`src/rtl/adder_seq.sv`:
```
// Multi-cycle adder/subtractor: adds SLICE bits per cycle over WIDTH/SLICE cycles.
// Optional macro ADDER_SEQ_SUB_EN builds subtraction; otherwise 'sub' is ignored.
module adder_seq #(
  parameter int WIDTH = 32,
  parameter int SLICE = 16
) (
  input  logic             clk,
  input  logic             rst_n,
  input  logic             in_valid,
  output logic             in_ready,
  input  logic [WIDTH-1:0] a,
  input  logic [WIDTH-1:0] b,
  input  logic             cin,
  input  logic             sub,
  output logic             out_valid,
  input  logic             out_ready,
  output logic [WIDTH-1:0] sum,
  output logic             cout,
  output logic             ovf
);

  localparam int N  = WIDTH / SLICE;
  localparam int KW = (N > 1) ? $clog2(N) : 1;
  localparam logic [KW-1:0] K_LAST = KW'(N - 1);

  typedef enum logic [1:0] {
    IDLE = 2'd0,
    BUSY = 2'd1,
    DONE = 2'd2
  } state_t;

  state_t           r_state;
  state_t           w_state_nxt;
  logic [WIDTH-1:0] r_a;
  logic [WIDTH-1:0] r_b;
  logic [WIDTH-1:0] r_sum;
  logic             r_carry;
  logic             r_cout;
  logic             r_ovf;
  logic [KW-1:0]    r_k;

  logic [WIDTH-1:0] w_b_eff;
  logic             w_cin0;
  logic [SLICE:0]   w_slice;
  logic             w_last;

`ifdef ADDER_SEQ_SUB_EN
  // Subtract as a + ~b + 1; cin has no meaning for a subtraction.
  assign w_b_eff = sub ? ~b : b;
  assign w_cin0  = sub ? 1'b1 : cin;
`else
  logic w_unused_sub;
  assign w_unused_sub = sub;
  assign w_b_eff      = b;
  assign w_cin0       = cin;
`endif

  assign w_last  = (r_k == K_LAST);
  assign w_slice = {1'b0, r_a[int'(r_k)*SLICE +: SLICE]}
                 + {1'b0, r_b[int'(r_k)*SLICE +: SLICE]}
                 + {{SLICE{1'b0}}, r_carry};

  assign in_ready  = (r_state == IDLE);
  assign out_valid = (r_state == DONE);
  assign sum       = r_sum;
  assign cout      = r_cout;
  assign ovf       = r_ovf;

  always_ff @(posedge clk or negedge rst_n) begin
    if (!rst_n) begin
      r_state <= IDLE;
    end else begin
      r_state <= w_state_nxt;
    end
  end

  always_comb begin
    w_state_nxt = r_state;
    case (r_state)
      IDLE: begin
        if (in_valid) w_state_nxt = BUSY;
        else          w_state_nxt = IDLE;
      end
      BUSY: begin
        if (w_last) w_state_nxt = DONE;
        else        w_state_nxt = BUSY;
      end
      DONE: begin
        if (out_ready) w_state_nxt = IDLE;
        else           w_state_nxt = DONE;
      end
      default: w_state_nxt = IDLE;
    endcase
  end

  // Operand latch on accept, then one slice per BUSY cycle; flags are taken from the top slice.
  always_ff @(posedge clk or negedge rst_n) begin
    if (!rst_n) begin
      r_a     <= '0;
      r_b     <= '0;
      r_sum   <= '0;
      r_carry <= 1'b0;
      r_cout  <= 1'b0;
      r_ovf   <= 1'b0;
      r_k     <= '0;
    end else begin
      case (r_state)
        IDLE: begin
          if (in_valid) begin
            r_a     <= a;
            r_b     <= w_b_eff;
            r_carry <= w_cin0;
            r_k     <= '0;
          end
        end
        BUSY: begin
          r_sum[int'(r_k)*SLICE +: SLICE] <= w_slice[SLICE-1:0];
          r_carry                         <= w_slice[SLICE];
          if (w_last) begin
            r_cout <= w_slice[SLICE];
            r_ovf  <= (r_a[WIDTH-1] == r_b[WIDTH-1]) &&
                      (w_slice[SLICE-1] != r_a[WIDTH-1]);
          end else begin
            r_k <= r_k + KW'(1);
          end
        end
        default: begin
        end
      endcase
    end
  end

endmodule

```
`config.mk`:
```
export PLATFORM = sky130hd
export DESIGN_NAME = adder_seq
export DESIGN_NICKNAME = d
export VERILOG_FILES = /design/src/rtl/adder_seq.sv
export SDC_FILE = /design/constraint.sdc
export NUM_CORES = 1
export LEC_CHECK = 0
export BUFFER_PORTS_ARGS = -buffer_cell sky130_fd_sc_hd__buf_2
export CORE_MARGIN = 5
export CORE_UTILIZATION = 54
export CTS_CLUSTER_SIZE = 12
export DETAILED_ROUTE_END_ITERATION = 12
export GPL_TIMING_DRIVEN = 0
export PLACE_DENSITY = 0.9
export SLEW_MARGIN = 20
export SYNTH_ARGS = -nofsm -noshare
export SYNTH_HDL_FRONTEND = slang
export SYNTH_SLANG_ARGS = --single-unit
```
`constraint.sdc`:
```
create_clock -name clk -period 4.11 [get_ports clk]
set_clock_uncertainty 0.2 [all_clocks]
set_input_delay 0.6165 -clock clk [delete_from_list [all_inputs] [get_ports clk]]
set_output_delay 0.6165 -clock clk [all_outputs]
set_load 0.1 [all_outputs]
```
==> impl_metrics.json <==
{
  "cap_violations": 0,
  "numCtsBuffers": 9,
  "min_to": "r_state[1]$_DFF_PN0_",
  "area_growth_pct": 18.1,
  "start_util_pct": 55.6,
  "seq_area_sq_um": 2550,
  "tritoncts": "built",
  "clock_tree.root_cell": "clkbuf_8",
  "wl_per_cell_um": 18.2,
  "grt-ovfl-total": 0,
  "cp.arrival_ns": 3.99,
  "dp_hpwl_mm": 8.53,
  "worstSetupEndpointType": "flip-flop",
  "crit_slowest_cell": "fa_1",
  "multi_input_area_sq_um": 2250,
  "hold_class": "primary input to flip-flop",
  "drv_slew": 0,
  "min_from": "out_ready",
  "vias": 3486,
  "stdcell_count": 618,
  "drive_gt1_share_pct": 45.5,
  "path_max_fanout": 8,
  "rsz0062_at_grt": "false",
  "netlist_area_sq_um": 4870,
  "clockBufferDepth": 2,
  "die-height_um": 105,
  "first_iter_violations": 123,
  "layout.nets": 592,
  "dp.cells": 601,
  "yosys_warnings": 0,
  "crit_top_cell": "fa_1",
  "grt_max_degree": 54,
  "core_area_sq_um": 8760,
  "die_w_um": 105,
  "synth_seq_cells": 102,
  "fmax_mhz": 251,
  "yosysTopAreaCell": "dfrtp_1",
  "post-cts-setup-buffers": 0,
  "status": "finished, final reports clean",
  "port-buffer-count": 104,
  "wl_mm": 11.2,
  "r2r_start": "r_k$_DFFE_PN0P_",
  "drc": 0,
  "synth_edf_count": 0,
  "setup_viol": 0,
  "async_reset_ff_share_pct": 100,
  "reg2reg_to": "r_carry$_DFFE_PN0P_",
  "timing.final.crit_share_pct": 96.8,
  "fillCellCount": 667,
  "rows": 34,
  "worst_ep_required_time_ns": 4.12,
  "antenna_found_initial": 0,
  "drt-pass1-iter-count": 4,
  "syn_inst": 388,
  "grt_usage_pct": 20.6,
  "first_global_vias": 3789,
  "synth_area_leaders": "dfrtp_1 52%, mux2_2 24%, ha_1 3.9%",
  "hold_depth": 2,
  "cpPeakStageDelay_ns": 0.46,
  "hold_viol": 0,
  "synth_top_area_share_pct": 52.4,
  "slew_headroom_pct": 50.6,
  "path_delay_family": "compound AO/OA/AOI/OAI gates",
  "startpoint_type": "flip-flop",
  "ys_seq_area_share_pct": 52.4,
  "gp_congestion": 0.849,
  "boundaryPins": 106,
  "tightest_slew_ns": 0.741,
  "grt_pass1_wl_mm": 18.3,
  "htreeDepth": 3,
  "synth.distinct_cells": 40,
  "syn_nets": 475,
  "diodes": 0,
  "die_area_sq_um": 11000,
  "drtAntennaViolNets": 0,
  "min_period_ns": 3.98,
  "avgSynthCellArea_sq_um": 12.6,
  "reg2regPathDepth": 11,
  "vias_per_cell": 5.64,
  "ys.flop_type": "dfrtp_1",
  "clkLatencyLatePin_ns": 0.36,
  "numClockSinks": 102,
  "r2r_slack_ns": 0.13,
  "worstPathCellList": "clkbuf_1 > mux2_2 > fa_1 > fa_1 > a211oi_1 > o21bai_1 > a21o_1 > a41o_1 > a221o_1 > a21oi_1 > o221ai_1",
  "fin_tns_setup_ns": 0,
  "crit_type": "flip-flop to flip-flop",
  "clk_pin_slew_worst_paths_ns": 0.09,
  "path_buf_inv": 1
}
==> area by class of cell <==
type / instances / share of cell area, %
plain buffers: 18 / 1.26
well taps: 108 / 2.35
multi-input cells: 267 / 39.0
clock buffers: 13 / 2.41
flip-flops and latches: 102 / 44.3
repair buffers: 106 / 9.80
inverters: 1 / 0.0652
clock inverters: 3 / 0.782
==> synthesized netlist by cell type (2+ instances only) <==
| cell type | instances |
|---|---|
| nand3_1 | 2 |
| a211oi_1 | 2 |
| a21o_2 | 2 |
| nand3b_1 | 2 |
| nor2_1 | 5 |
| buf_1 | 5 |
| o31ai_1 | 2 |
| nor3_1 | 3 |
| or2_2 | 2 |
| o21a_1 | 4 |
| a21o_1 | 6 |
| clkbuf_1 | 10 |
| nand2_1 | 35 |
| o21ai_0 | 34 |
| fa_1 | 2 |
| nand2b_1 | 3 |
| o211ai_1 | 2 |
| xor2_1 | 7 |
| nor2b_1 | 2 |
| ha_1 | 15 |
| a211o_1 | 2 |
| a21oi_1 | 13 |
| xnor2_1 | 6 |
| dfrtp_1 | 102 |
| buf_2 | 3 |
| mux2_2 | 102 |
| a31oi_1 | 2 |
==> stage by stage <==
stage	util (%)	area (sq um)	hold slack [ns]	setup slack (ns)
after floorplan	-	4870	0.121	0.641
after global placement	63.1	5530	0.255	0.192
after detailed placement	63.5	5560	0.264	0.0715
after CTS	65.7	5760	0.259	0.0266
after global routing	65.7	5760	0.256	0.0142
final	65.7	5760	0.270	0.130
==> layer usage <==
layer  GRT usage [%]  vias to the layer above  wire (um)
li1                -                     1633          -
met1            26.1                     1713       4640
met2            35.1                      124       5700
met3            4.44                       16        698
met5               0                        -          0
met4            6.85                        0        187
==> logic make-up after synthesis <==
kind of cell / synth area share (%)
flops: 52.4
fa+ha+maj: 4.67
mux: 23.6
compound gates: 10.3
simple gates: 5.24
xor+xnor: 2.34
buf+inv: 1.54
==> what timing repair did <==
action	CTS	global route
endpoints found under the setup margin	0	4
resized for setup	0	1
hold endpoints to repair	2	0
hold buffers	1	0
==> state kept, by name, indices dropped and copies added, names as in the netlist <==
| name | flops |
|---|---|
| r_state | 2 |
| sum | 32 |
| r_k | 1 |
| ovf | 1 |
| r_carry | 1 |
| cout | 1 |
| r_b | 32 |
| r_a | 32 |
==> cell usage in the layout (no fill, tap or decap), types with 3 or more instances in the layout <==
cell type,count
nand2b_1,3
mux2_2,102
buf_1,4
a21oi_1,13
xnor2_1,6
o21a_1,4
clkbuf_8,9
nor2_1,5
nand2_1,35
clkbuf_1,14
ha_1,15
buf_2,106
nor3_1,3
dfrtp_1,102
xor2_1,7
a21o_1,6
o21ai_0,34
==> how the worst max path moves through the flow <==
stage               slack [ns]                   to       startpoint  cells past startpoint
floorplan                 0.64  r_carry$_DFFE_PN0P_  r_k$_DFFE_PN0P_                     11
global placement          0.19  r_carry$_DFFE_PN0P_  r_k$_DFFE_PN0P_                     11
detailed placement        0.07  r_carry$_DFFE_PN0P_  r_k$_DFFE_PN0P_                     11
CTS                       0.03  r_carry$_DFFE_PN0P_  r_k$_DFFE_PN0P_                     11
global route              0.01  r_carry$_DFFE_PN0P_  r_k$_DFFE_PN0P_                     11
finish                    0.13  r_carry$_DFFE_PN0P_  r_k$_DFFE_PN0P_                     11
Power is not shown: default switching activity piles up to over one toggle a cycle in this logic, so the estimate is an artifact.
